### src/rtl/alu_pkg.sv
`default_nettype none
// ============================================================================
//  alu_pkg
//  Shared ALU definitions: divider FSM state encoding, opcode constants and
//  the default datapath width.
//  Revision: 1.0 - initial release
// ============================================================================
package alu_pkg;

  // Default operand / result width for the ALU datapath
  localparam int DEFAULT_WIDTH = 32;

  // 5-bit opcode constants
  localparam logic [4:0] OP_ADD = 5'b00000;
  localparam logic [4:0] OP_SUB = 5'b00001;
  localparam logic [4:0] OP_MUL = 5'b01111;
  localparam logic [4:0] OP_DIV = 5'b10000;

  // Divider sequencer states
  typedef enum logic [1:0] {
    IDLE = 2'd0,
    ITER = 2'd1,
    FIX  = 2'd2,
    DONE = 2'd3
  } div_state_t;

endpackage
`default_nettype wire

### src/rtl/nr_div_step.sv
`default_nettype none
// ============================================================================
//  nr_div_step
//  One radix-2 non-restoring division step (purely combinational): shift the
//  partial remainder left taking in the next dividend bit, then subtract the
//  divisor if the old remainder was non-negative, otherwise add it back.
//  Revision: 1.0 - initial release
// ============================================================================
module nr_div_step #(
  parameter int WIDTH = 32
) (
  input  logic [WIDTH:0]   rem_in,
  input  logic             shift_in,
  input  logic [WIDTH-1:0] divisor,
  output logic [WIDTH:0]   rem_out,
  output logic             q_bit
);

  logic [WIDTH:0] shifted;
  logic [WIDTH:0] dvsr_ext;

  // Shift-in plus conditional add/subtract; the quotient bit is set when the
  // new partial remainder stays non-negative.  Dropping the old sign bit in the
  // shift is safe: the true result always lies in the WIDTH+1 bit range.
  always_comb begin
    shifted  = {rem_in[WIDTH-1:0], shift_in};
    dvsr_ext = {1'b0, divisor};
    if (rem_in[WIDTH]) begin
      rem_out = shifted + dvsr_ext;
    end else begin
      rem_out = shifted - dvsr_ext;
    end
    q_bit = ~rem_out[WIDTH];
  end

endmodule
`default_nettype wire

### src/rtl/div_unit.sv
`default_nettype none
// ============================================================================
//  div_unit
//  Signed WIDTH-bit sequential divider. Divides operand magnitudes with a
//  radix-2 non-restoring algorithm (one step per clock), restores the final
//  remainder and applies signs. Quotient on Clow, remainder on Chigh.
//  Revision: 1.0 - initial release
// ============================================================================
module div_unit
  import alu_pkg::*;
#(
  parameter int WIDTH = DEFAULT_WIDTH
) (
  input  logic             clock,
  input  logic             clear,
  input  logic             start,
  input  logic [WIDTH-1:0] A,
  input  logic [WIDTH-1:0] B,
  output logic [WIDTH-1:0] Chigh,
  output logic [WIDTH-1:0] Clow,
  output logic             busy,
  output logic             done,
  output logic             div_by_zero
);

  localparam int CNT_W = $clog2(WIDTH) + 1;
  localparam logic [CNT_W-1:0] LAST_ITER = CNT_W'(WIDTH - 1);
  localparam logic [WIDTH-1:0] ONE = {{(WIDTH-1){1'b0}}, 1'b1};

  div_state_t state, state_next;

  logic [CNT_W-1:0] iter_cnt;
  logic [WIDTH:0]   prem;        // signed partial remainder
  logic [WIDTH-1:0] quo;         // dividend magnitude shifting out, quotient shifting in
  logic [WIDTH-1:0] dvsr;        // divisor magnitude
  logic             neg_quo;
  logic             neg_rem;

  logic [WIDTH:0]   step_rem;
  logic             step_q;
  logic [WIDTH-1:0] a_mag;
  logic [WIDTH-1:0] b_mag;
  logic [WIDTH-1:0] rem_mag;
  logic             b_zero;
  logic             accept;

  nr_div_step #(
    .WIDTH(WIDTH)
  ) u_step (
    .rem_in  (prem),
    .shift_in(quo[WIDTH-1]),
    .divisor (dvsr),
    .rem_out (step_rem),
    .q_bit   (step_q)
  );

  // Operand magnitudes, divide-by-zero detect and final remainder restore
  always_comb begin
    a_mag   = A[WIDTH-1] ? (~A + ONE) : A;
    b_mag   = B[WIDTH-1] ? (~B + ONE) : B;
    b_zero  = (B == '0);
    accept  = (state == IDLE) && start;
    rem_mag = prem[WIDTH] ? (prem[WIDTH-1:0] + dvsr) : prem[WIDTH-1:0];
  end

  // FSM state register
  always_ff @(posedge clock or negedge clear) begin
    if (!clear) begin
      state <= IDLE;
    end else begin
      state <= state_next;
    end
  end

  // FSM next-state logic and status outputs
  always_comb begin
    state_next = state;
    busy       = (state != IDLE);
    done       = (state == DONE);
    case (state)
      IDLE: begin
        if (start) begin
          state_next = b_zero ? DONE : ITER;
        end
      end
      ITER: begin
        if (iter_cnt == LAST_ITER) begin
          state_next = FIX;
        end
      end
      FIX:     state_next = DONE;
      DONE:    state_next = IDLE;
      default: state_next = IDLE;
    endcase
  end

  // Datapath: operand latch, iteration, sign fix-up and result registers
  always_ff @(posedge clock or negedge clear) begin
    if (!clear) begin
      iter_cnt    <= '0;
      prem        <= '0;
      quo         <= '0;
      dvsr        <= '0;
      neg_quo     <= 1'b0;
      neg_rem     <= 1'b0;
      Chigh       <= '0;
      Clow        <= '0;
      div_by_zero <= 1'b0;
    end else begin
      if (accept) begin
        iter_cnt    <= '0;
        prem        <= '0;
        quo         <= a_mag;
        dvsr        <= b_mag;
        neg_quo     <= A[WIDTH-1] ^ B[WIDTH-1];
        neg_rem     <= A[WIDTH-1];
        div_by_zero <= b_zero;
        // Divide by zero completes directly: all-ones quotient, dividend as remainder
        if (b_zero) begin
          Clow  <= '1;
          Chigh <= A;
        end
      end else if (state == ITER) begin
        prem     <= step_rem;
        quo      <= {quo[WIDTH-2:0], step_q};
        iter_cnt <= iter_cnt + CNT_W'(1);
      end else if (state == FIX) begin
        Clow  <= neg_quo ? (~quo + ONE) : quo;
        Chigh <= neg_rem ? (~rem_mag + ONE) : rem_mag;
      end
    end
  end

endmodule
`default_nettype wire

### config.mk
export PLATFORM = sky130hd
export DESIGN_NAME = div_unit
export DESIGN_NICKNAME = d
export VERILOG_FILES = /design/src/rtl/alu_pkg.sv /design/src/rtl/nr_div_step.sv /design/src/rtl/div_unit.sv
export SDC_FILE = /design/constraint.sdc
export NUM_CORES = 1
export LEC_CHECK = 0
export CELL_PAD_IN_SITES_DETAIL_PLACEMENT = 1
export CELL_PAD_IN_SITES_GLOBAL_PLACEMENT = 1
export CORE_ASPECT_RATIO = 2
export CORE_MARGIN = 2
export CORE_UTILIZATION = 45
export CTS_CLUSTER_DIAMETER = 80
export DETAILED_ROUTE_END_ITERATION = 8
export PLACE_DENSITY = 0.88
export SLEW_MARGIN = 10
export SYNTH_ARGS = -nofsm -noshare
export SYNTH_HDL_FRONTEND = slang
export SYNTH_HIERARCHICAL = 1
export SYNTH_SLANG_ARGS = --single-unit
### constraint.sdc
create_clock -name clock -period 5.1 [get_ports clock]
set_input_delay 1.02 -clock clock [delete_from_list [all_inputs] [get_ports clock]]
set_output_delay 1.02 -clock clock [all_outputs]
set_load 0.02 [all_outputs]
**Word level (Yosys, flattened, before mapping)**

Cells that the tools add are included.

- Register bits: 172
- Input port bits: 67
- Output and inout port bits: 67
- Logic and storage cells: 64

- Add/sub/neg operators: 8
- Equality and inequality tests: 8
- Multiplexer cells: 24
- Bitwise gates (word level): 6
- Reductions and logical operators: 8

Operators by type and width:

| operator | number |
|---|---|
| $mux 32 | 15 |
| $add 32x1->32 const B | 4 |
| $not 32->32 | 4 |
| $mux 33 | 3 |
| $add 33x32->33 | 1 |
| $sub 33x32->33 | 1 |
| $add 32x32->32 | 1 |
| $logic_not 32->1 | 1 |
| $mux 6 | 2 |
| $ne 2x2->1 const B | 4 |
| $pmux 2 s4 | 1 |
| $add 6x1->6 const B | 1 |
| $eq 6x5->1 const B | 1 |
| $mux 2 | 3 |
| $reduce_bool 2->1 | 3 |
| $eq 2x2->1 const B | 2 |
| $reduce_and 3->1 | 1 |
| $eq 2x1->1 const B | 1 |
| $logic_not 2->1 | 1 |
| $reduce_and 2->1 | 1 |
| $logic_and 1x1->1 | 1 |
| $not 1->1 | 1 |
| $xor 1x1->1 | 1 |

**Longest topological paths before layout**

Gate-level depths: netlist (run 1).

- Word-level depth: 8
- Mapped depth: 18
- Mapped depth without buffers: 17

**Hierarchy**

Netlist (run 1), hierarchy kept.

Modules (own cells, without submodules):

| module | times used | cells an instance | area an instance (µm²) | sequential area each (µm²) |
|---|---|---|---|---|
| div_unit | 1 | 1449 | 12358.1 | 4304.1 |
| nr_div_step | 1 | 354 | 2424.8 | 0.0 |

**Worst setup path before layout (run 1)**

No wires, ideal clock.

- Path kind: reg2reg
- Start point: reg prem[0]
- End point: reg Chigh[31]
- Setup time: 0.128 ns
- Arrival: 3.542 ns
- Data required time: 4.972 ns
- Slack: 1.430 ns
- Cell stages (with the launch flop): 14
- Path buffers: 0
- Period minus slack after synthesis: 3.670 ns
- Cell sequence: dfrtp_1 ha_1 fa_1 a21o_4 and4_4 or3_4 a31oi_4 a41oi_2 a211o_1 nand4bb_4 or4b_4 and3_1 mux2i_1 nand3_1

- Cells in the longest elaborated chain, start to end: 8

Ends and longest elaborated chain:

| item | RTL line | source |
|---|---|---|
| from (decl) | div_unit.sv:33 | `logic [WIDTH:0] prem;` |
| from (signal assigned) | div_unit.sv:124 | `prem <= step_rem;` |
| $add 32x32->32 | div_unit.sv:63 | `rem_mag = prem[WIDTH] ? (prem[WIDTH-1:0] + dvsr) : prem[WIDTH-1:0];` |
| $mux 32 (*) | div_unit.sv:63 |  |
| $not 32->32 | div_unit.sv:129 | `Chigh <= neg_rem ? (~rem_mag + ONE) : rem_mag;` |
| $add 32x1->32 | div_unit.sv:129 |  |
| $mux 32 (*) | div_unit.sv:129 |  |
| $mux 32 (*) | div_unit.sv:127 | `end else if (state == FIX) begin` |
| $mux 32 (*) | div_unit.sv:123 | `end else if (state == ITER) begin` |
| $mux 32 (*) | div_unit.sv:110 | `if (accept) begin` |
| to (signal assigned) | div_unit.sv:129 |  |
| to (decl) | div_unit.sv:19 | `output logic [WIDTH-1:0] Chigh,` |

Mark *: on every way between the ends. The rest lies on a longest branch, timed or not. The select of a mux whose other input is x is not followed.
A chain may end at the register's enable or synchronous reset.

**Final worst setup path (run 1)**

- Start point: reg dvsr[8]
- End point: reg prem[30]

- Cells in the longest elaborated chain, start to end: 4
- Elaborated cells on any way between the ends: 5
- Classes of those cells: add/sub (2); mux (3)

Ends and longest elaborated chain:

| item | RTL line | source |
|---|---|---|
| from (decl) | div_unit.sv:35 | `logic [WIDTH-1:0] dvsr;` |
| from (signal assigned) | div_unit.sv:114 | `dvsr <= b_mag;` |
| $sub 33x32->33 or $add 33x32->33 (tied branches) | nr_div_step.sv:31, nr_div_step.sv:29 |  |
| $mux 33 (*) | nr_div_step.sv:28 | `if (rem_in[WIDTH]) begin` |
| named net step_rem[30] | div_unit.sv:39 | `logic [WIDTH:0] step_rem;` |
| $mux 33 (*) | div_unit.sv:123 |  |
| $mux 33 (*) | div_unit.sv:110 |  |

The timed path passes the listed nets; every way through them passes the cells marked *. The select of a mux whose other input is x is not followed.

==> results_dict.tcl, run 1 <==
set metrics [dict create \
    outcome "finished, final reports clean" \
    drv_slew 0 \
    via_per_inst 6.12 \
    rows 93 \
    hold_path_end "div_by_zero$_DFFE_PN0P_" \
    worstMarginPinSlew_ps 1160 \
    final.setup.tns_ps 0 \
    crit_buf_inv 0 \
    max_stage_delay_ps 440 \
    area_delta_synth_final_pct 15.6 \
    regToRegSetupSlack_ps 780 \
    clock_skew_ps 8.74 \
    relSlewSlack_pct 22.2 \
    drt_iter0_drc 655 \
    drive_above_1_share_pct 5.76 \
    drc 0 \
    reg2reg_from "dvsr[8]$_DFFE_PN0P_" \
    dieArea_um2 34400 \
    vias 14200 \
    cap_viol_max_count 0 \
    crit_path_end_kind "flip-flop" \
    die_x_um 132 \
    fmax_mhz 231 \
    clk_pin_slew_ps 70 \
    tritoncts "yes" \
    crit_top_cell "nor2_1" \
    ys_ff_latch 172 \
    cts_max_level 4 \
    start_util_pct 45.9 \
    clkSinkCount 172 \
    min_path_cells 1 \
    rr_endpoint "prem[30]$_DFFE_PN0P_" \
    crit_path_max_fanout 6 \
    place_congestion 0.962 \
    ctsResizeCount 0 \
    pre_cts_ws_ps 602 \
    cp.depth 16 \
    hold_path.class "flip-flop to flip-flop" \
    routedWlPerCell_um 21.1 \
    hold_viol 0 \
    setup-violations-final 0 \
    grt_pass1_wl_um 79900 \
    reg2reg_depth 16 \
    yosysSeqAreaShare_pct 29.1 \
    grt_max_degree 100 \
    syn_avg_cell_area_um2 8.20 \
    antenna_found_initial 0 \
    finalCritPeriodShare_pct 84.8 \
    insertion_delay_ps 460 \
    place_hpwl_um 38300 \
    antenna_cells 0 \
    required_ps 5490 \
    netlist_area_um2 14800 \
    synth.distinct_cells 92 \
    port_buffers 133 \
    period_needed_ps 4320 \
    syn_nets 1947 \
    min_from "div_by_zero$_DFFE_PN0P_" \
    cp_cell_sequence "or3_1 -> or3_4 -> nor2_1 -> and2_1 -> a21oi_1 -> xor2_1 -> ha_1 -> nand2_1 -> o21bai_1 -> nor2_1 -> a31oi_1 -> o21ai_1 -> o41ai_1 -> xor2_1 -> mux2i_1 -> nor2_1" \
    io-pin-count 134 \
    startpoint_type "flip-flop" \
    yosys_warnings 6 \
    postSynthCellCount 1803 \
    arrival_ps 4710 \
    wirelength_um 49000 \
    first_pass_iters 5 \
    synthFlopType "dfrtp_1" \
    fillCellCount 3871 \
    grtUsageTotal_pct 28.9 \
    ant_nets 0 \
    cts_buffers 17 \
    coreArea_um2 32200 \
    worst_path_dominant_cell_family "simple AND/OR/NAND/NOR gates" \
    root_buffer "clkbuf_16" \
    grt_pass1_vias 15500 \
    final_nets 2024 \
    die_y_um 260 \
    cpMaxStageDelayCell "dfrtp_1" \
    grt_overflow 0 \
    synth_edf_count 0 \
    crit_type "flip-flop to flip-flop" \
    synthArstFlopShare_pct 100 \
    cts_hold_buf 0 \
    setup_ws_ps 775 \
    rsz0062_at_grt "no" \
    clockBufferDepth 2 \
    cts_setup_buffers 0 \
]
state kept, by name, indices dropped and copies added (netlist names):
signal       cells
Chigh           32
Clow            32
div_by_zero      1
dvsr            32
iter_cnt         6
neg_quo          1
neg_rem          1
prem            33
quo             32
state            2
metal layers:
metal,track usage [%],vias to the layer above,share of wire [%]
met4,16.4,0,5.3
li1,-,6701,-
met2,58.1,359,57
met5,0,-,0
met1,27.9,6986,35
met3,3.40,145,2.7
worst max-delay path by stage:
stage / slack [ps] / end / start
2_1_floorplan: 1430 / Chigh[31]$_DFFE_PN0P_ / prem[0]$_DFFE_PN0P_
3_3_place_gp: 690 / Chigh[31]$_DFFE_PN0P_ / B[0]
3_5_place_dp: 600 / dvsr[25]$_DFFE_PN0P_ / B[3]
4_1_cts: 830 / Chigh[26]$_DFFE_PN0P_ / prem[0]$_DFFE_PN0P_
5_1_grt: 540 / prem[30]$_DFFE_PN0P_ / dvsr[2]$_DFFE_PN0P_
6_report: 780 / prem[30]$_DFFE_PN0P_ / dvsr[8]$_DFFE_PN0P_
synthesized netlist by cell type (5+ instances only):
cell | number | area (um2)
nand2_1 | 201 | 754
dfrtp_1 | 172 | 4300
o21ai_0 | 167 | 836
nor2_1 | 161 | 604
a21oi_1 | 116 | 581
xor2_1 | 108 | 946
xnor2_1 | 82 | 718
mux2i_1 | 78 | 781
ha_1 | 75 | 938
clkbuf_1 | 74 | 278
a31oi_1 | 41 | 257
nor3_1 | 38 | 190
o31ai_1 | 38 | 285
or3_1 | 37 | 231
nand3_1 | 35 | 175
inv_1 | 29 | 109
nand4_1 | 29 | 181
a21o_1 | 22 | 165
o21a_1 | 18 | 135
o21ai_1 | 16 | 80.1
nand2b_1 | 15 | 93.8
o211ai_1 | 15 | 113
and2_1 | 14 | 87.6
nor4_1 | 14 | 87.6
a211oi_1 | 13 | 97.6
and3_1 | 13 | 81.3
buf_1 | 13 | 48.8
o41ai_1 | 13 | 114
o21bai_1 | 12 | 90.1
or4_1 | 12 | 90.1
nor2b_1 | 11 | 68.8
or2_2 | 8 | 50.1
buf_2 | 7 | 35.0
a21boi_0 | 5 | 37.5
a41oi_1 | 5 | 43.8
layout by cell type (no fill, tap or decap), drive strengths merged, types with 17 or more instances in the layout:
cell type	instances
nand2	201
a21oi	120
o21ai	185
xnor2	83
o21a	18
dfrtp	172
nand3	35
a21o	23
clkbuf	18
nand4	30
a211oi	17
nor3	39
buf	22
clkdlybuf4s50	132
xor2	108
or3	39
mux2i	78
ha	75
nor2	162
o31ai	39
a31oi	45
inv	32
logic make-up after synthesis:
| kind of cell | Yosys count | synth area share (%) |
|---|---|---|
| xor+xnor | 191 | 11.4 |
| simple gates | 614 | 20.2 |
| fa+ha+maj | 77 | 6.62 |
| compound gates | 542 | 23.9 |
| flops | 172 | 29.1 |
| mux | 80 | 5.43 |
| buf+inv | 127 | 3.33 |
final cells by class:
| type | instances | area, um2 | share of cell area [%] |
|---|---|---|---|
| multi-input combinational | 1504 | 10000 | 58.6 |
| clock inverter | 12 | 164 | 0.959 |
| inverter | 31 | 116 | 0.681 |
| sequential | 172 | 4310 | 25.2 |
| tap | 427 | 534 | 3.13 |
| timing repair buffer | 154 | 1520 | 8.87 |
| clock buffer | 18 | 439 | 2.57 |
metrics by stage:
step	area (um2)	util (%)	hold WS, ps	std cells
2_1_floorplan	14800	-	475	1803
3_3_place_gp	16500	51.1	462	2288
3_5_place_dp	16500	51.1	476	2288
4_1_cts	17100	53.0	491	2318
5_1_grt	17100	53.0	508	2318
6_report	17100	53.0	485	2318
Power of run 1 is left out: the tool's default activity adds up to more than one toggle a clock period on the data nets, which glitch-free logic cannot reach.
==> inputs of run 2 (changes only) <==
Clock period 5.1 ns to 4.3 ns, I/O delays scaled along.
==> results_dict.tcl, run 2 (synthesized netlist as in run 1, its figures left out) <==
set metrics [dict create \
    relSlewSlack_pct 23.1 \
    finalCritPeriodShare_pct 98.8 \
    ant_nets 0 \
    clock_skew_ps 14.2 \
    largest_register_ffs 33 \
    tritoncts "yes" \
    insertion_delay_ps 470 \
    setup-violations-final 0 \
    crit_path_max_fanout 4 \
    mostFrequentLayoutCell "nand2_1" \
    place_congestion 0.917 \
    clockBufferDepth 2 \
    via_per_inst 6.17 \
    rows 93 \
    coreArea_um2 32200 \
    grt_pass1_wl_um 81900 \
    design_area_um2 17400 \
    clk_pin_slew_ps 80 \
    final.setup.tns_ps 0 \
    cts_max_level 4 \
    drt_iter0_drc 664 \
    grtUsageTotal_pct 29.8 \
    final_cell_mix "nand2_1 (200), dfrtp_1 (171), o21ai_0 (166)" \
    fmax_mhz 235 \
    final_nets 2068 \
    vias 14600 \
    fin_hold_ws_ps 495 \
    fillCellCount 3945 \
    period_needed_ps 4250 \
    place_hpwl_um 39600 \
    grt_max_degree 94 \
    place_area_um2 16900 \
    die_y_um 260 \
    grt_pass1_vias 15900 \
    rsz0062_at_grt "no" \
    ff_latch_area_um2 4310 \
    cp.depth 17 \
    cp_cell_sequence "or3_1 -> or3_4 -> nor2_2 -> and3_1 -> a21oi_1 -> xor2_1 -> ha_1 -> a21oi_1 -> o21bai_1 -> a21oi_1 -> o21ai_0 -> a21oi_1 -> o41a_1 -> xnor2_1 -> buf_4 -> mux2i_1 -> a21oi_1" \
    cts_buffers 17 \
    worstMarginPinSlew_ps 1150 \
    hold_path.class "input pin to async pin" \
    placed_cells 2332 \
    routedWlPerCell_um 21.6 \
    wirelength_um 51000 \
    clkSinkCount 172 \
    start_util_pct 45.9 \
    dieArea_um2 34400 \
    cts_setup_buffers 0 \
    regMostFlops "prem" \
    antenna_cells 0 \
    area_delta_synth_final_pct 17.9 \
    crit_type "flip-flop to flip-flop" \
    root_buffer "clkbuf_16" \
    io-pin-count 134 \
    outcome "finished, final reports clean" \
    max_stage_delay_ps 400 \
    startpoint_type "flip-flop" \
    hold_viol 0 \
    drv_slew 0 \
    multiInputGateArea_um2 10000 \
    drive_above_1_share_pct 8.26 \
    grt_overflow 0 \
    required_ps 4630 \
    worst_path_dominant_cell_family "simple AND/OR/NAND/NOR gates" \
    port_buffers 133 \
    cpMaxStageDelayCell "or3_1" \
    arrival_ps 4580 \
    cap_viol_max_count 0 \
    crit_top_cell "a21oi_1" \
    crit_buf_inv 1 \
    antenna_found_initial 0 \
    first_pass_iters 5 \
    final_cells 2363 \
    die_x_um 132 \
    reg2reg_depth 17 \
    drc 0 \
    crit_path_end_kind "flip-flop" \
]
## run 2: cell types whose count changed in the layout (fill, tap and decap cells not counted), moves of 2 or more
cell       before  now
bufinv_16       3    0
inv_6           3    5
buf_4          19   60
buf_12          2    5
## run 2: path summary, 6_finish.rpt
kind / startpoint / slack, ps / end
setup / recovery: dvsr[8]$_DFFE_PN0P_ / 50 / quo[0]$_DFFE_PN0P_
setup reg to reg: dvsr[8]$_DFFE_PN0P_ / 50 / quo[0]$_DFFE_PN0P_
max in group asynchronous: clear / 2900 / dvsr[30]$_DFFE_PN0P_
min in group clock: div_by_zero$_DFFE_PN0P_ / 500 / div_by_zero$_DFFE_PN0P_
hold reg to reg: div_by_zero$_DFFE_PN0P_ / 500 / div_by_zero$_DFFE_PN0P_
hold / removal: clear / 500 / dvsr[1]$_DFFE_PN0P_
## run 2: layout make-up
type                    instances  area share (%)
well taps                     427            3.06
clock buffers                  19            2.60
inverters                      31           0.667
multi-input cells            1504            57.6
flip-flops and latches        172            24.7
repair buffers                198            10.8
clock inverters                12           0.596
## run 2: routing by layer
layer	wire, um	track usage, %
met5	0	0
met4	3320	20.4
met3	1550	3.71
met2	28700	59.5
met1	17400	27.6
## run 2: what timing repair did
item                       CTS  global route
hold buffers                 0             0
setup endpoints to repair    0             8
gates resized for setup      0             7
## run 2: stage by stage
| stage | setup WS [ps] | utilization, % |
|---|---|---|
| CTS | 30.1 | 54.0 |
| global placement | 144 | 52.3 |
| finish | 49.5 | 54.1 |
| floorplan | 630 | - |
| global route | 2.98 | 54.1 |
| detailed placement | 54.9 | 52.3 |
Power of run 2 is left out for the same reason.
==> inputs of run 3 (changes only) <==
Settings changed: GPL_TIMING_DRIVEN set to 0.
==> results_dict.tcl, run 3 (synthesized netlist as in run 1, its figures left out) <==
set metrics [dict create \
    outcome "finished, violations left" \
    violations "negative setup slack" \
    cts_max_level 4 \
    largest_register_ffs 33 \
    fmax_mhz 231 \
    crit_path_end_kind "flip-flop" \
    drive_above_1_share_pct 7.45 \
    io-pin-count 134 \
    fillCellCount 3930 \
    drv_slew 0 \
    clk_pin_slew_ps 70 \
    setup_ws_ps -38.1 \
    placed_cells 2364 \
    relSlewSlack_pct 22.7 \
    grt_pass1_wl_um 91400 \
    pre_cts_ws_ps -2010 \
    vias 15200 \
    place_hpwl_um 47300 \
    grtUsageTotal_pct 34.8 \
    arrival_ps 4740 \
    regMostFlops "prem" \
    grt_overflow 0 \
    via_per_inst 6.33 \
    clkSinkCount 172 \
    die_y_um 260 \
    cts_buffers 17 \
    cts_hold_buf 0 \
    regToRegSetupSlack_ps -40 \
    setup-violations-final 1 \
    insertion_delay_ps 480 \
    final_cells 2401 \
    grt_pass1_vias 16600 \
    design_area_um2 17500 \
    place_congestion 0.955 \
    ant_nets 0 \
    mostFrequentLayoutCell "nand2_1" \
    period_needed_ps 4340 \
    antenna_found_initial 1 \
    final_cell_mix "nand2_1 (200), dfrtp_1 (171), o21ai_0 (166)" \
    die_x_um 132 \
    rows 93 \
    routedWlPerCell_um 24.8 \
    dieArea_um2 34400 \
    grt_max_degree 108 \
    hold_path.class "input pin to async pin" \
    place_area_um2 16700 \
    final_nets 2104 \
    drt_iter0_drc 646 \
    worstMarginPinSlew_ps 1160 \
    drc 0 \
    clockBufferDepth 2 \
    startpoint_type "flip-flop" \
    rsz0062_at_grt "yes" \
    area_delta_synth_final_pct 18.6 \
    crit_path_max_fanout 10 \
    clock_skew_ps 8.58 \
    coreArea_um2 32200 \
    required_ps 4700 \
    wirelength_um 59600 \
    root_buffer "clkbuf_16" \
    crit_type "flip-flop to flip-flop" \
    final_util_pct 54.4 \
    start_util_pct 45.9 \
    finalCritPeriodShare_pct 101 \
    hold_viol 0 \
    first_pass_iters 5 \
    tritoncts "yes" \
    port_buffers 133 \
    cap_viol_max_count 0 \
]
## run 3: cell types whose count changed in the layout (fill, tap and decap cells not counted), moves of 3 or more
cell and delta:
ha_2 +4, buf_12 -5, buf_4 -49, buf_2 +10, inv_8 +3, o21ai_2 +3, clkbuf_1 +62, clkbuf_2 +8
o21ai_1 -3, clkinv_4 -3, nor3_1 -3, ha_1 -5, buf_1 +10
## run 3: per-stage QoR
| stage | hold WS (ps) | setup TNS, ps |
|---|---|---|
| after global placement | 464 | -922210 |
| final | 320 | -38.1 |
| after floorplan | 475 | 0 |
| after global routing | 367 | -152 |
| after CTS | 356 | 0 |
| after detailed placement | 477 | -99410 |
## run 3: final timing paths
check,end,start,depth (start not counted)
setup / recovery,quo[0]$_DFFE_PN0P_,prem[32]$_DFFE_PN0P_,13
hold reg to reg,Chigh[0]$_DFFE_PN0P_,Chigh[0]$_DFFE_PN0P_,1
hold / removal,prem[4]$_DFFE_PN0P_,clear,1
min in group clock,Chigh[0]$_DFFE_PN0P_,Chigh[0]$_DFFE_PN0P_,1
setup reg to reg,quo[0]$_DFFE_PN0P_,prem[32]$_DFFE_PN0P_,13
max in group asynchronous,Chigh[24]$_DFFE_PN0P_,clear,2
## run 3: layout make-up
| class | count | area (um2) | share of cell area (%) |
|---|---|---|---|
| inverters | 31 | 116 | 0.664 |
| multi-input cells | 1504 | 10200 | 58.2 |
| repair buffers | 143 | 1430 | 8.16 |
| plain buffers | 91 | 372 | 2.12 |
| diodes | 1 | 2.50 | 0.0143 |
| clock buffers | 19 | 443 | 2.53 |
| flip-flops and latches | 172 | 4310 | 24.6 |
| clock inverters | 13 | 119 | 0.678 |
| well taps | 427 | 534 | 3.05 |
## run 3: metal layers
| layer | share of wire [%] | vias up | wire length, um | global-route usage, % |
|---|---|---|---|---|
| met4 | 11 | 2 | 6350 | 34.4 |
| met2 | 54 | 543 | 32400 | 66.6 |
| met5 | 0.022 | - | 13 | 0 |
| met3 | 3.2 | 281 | 1940 | 4.64 |
| met1 | 32 | 7519 | 18900 | 30.0 |
| li1 | - | 6847 | - | - |
## run 3: critical path, stage by stage (launching register included)
cell      delay [ps]
dfrtp_2          590
clkbuf_2         410
a21oi_1          120
xor2_1           170
ha_1             420
o211ai_1         140
o21ai_2          200
a31oi_2          190
o41ai_4          660
a31oi_4          200
o41a_1           470
xnor2_4          350
mux2i_1          130
a21oi_1          170
## run 3: repair_timing
action | in CTS | in global routing
pin swaps | 6 | 8
setup endpoints to repair | 79 | 51
cloned | 0 | 0
setup buffers | 5 | 4
gates resized for setup | 33 | 24
Power of run 3 is left out for the same reason.
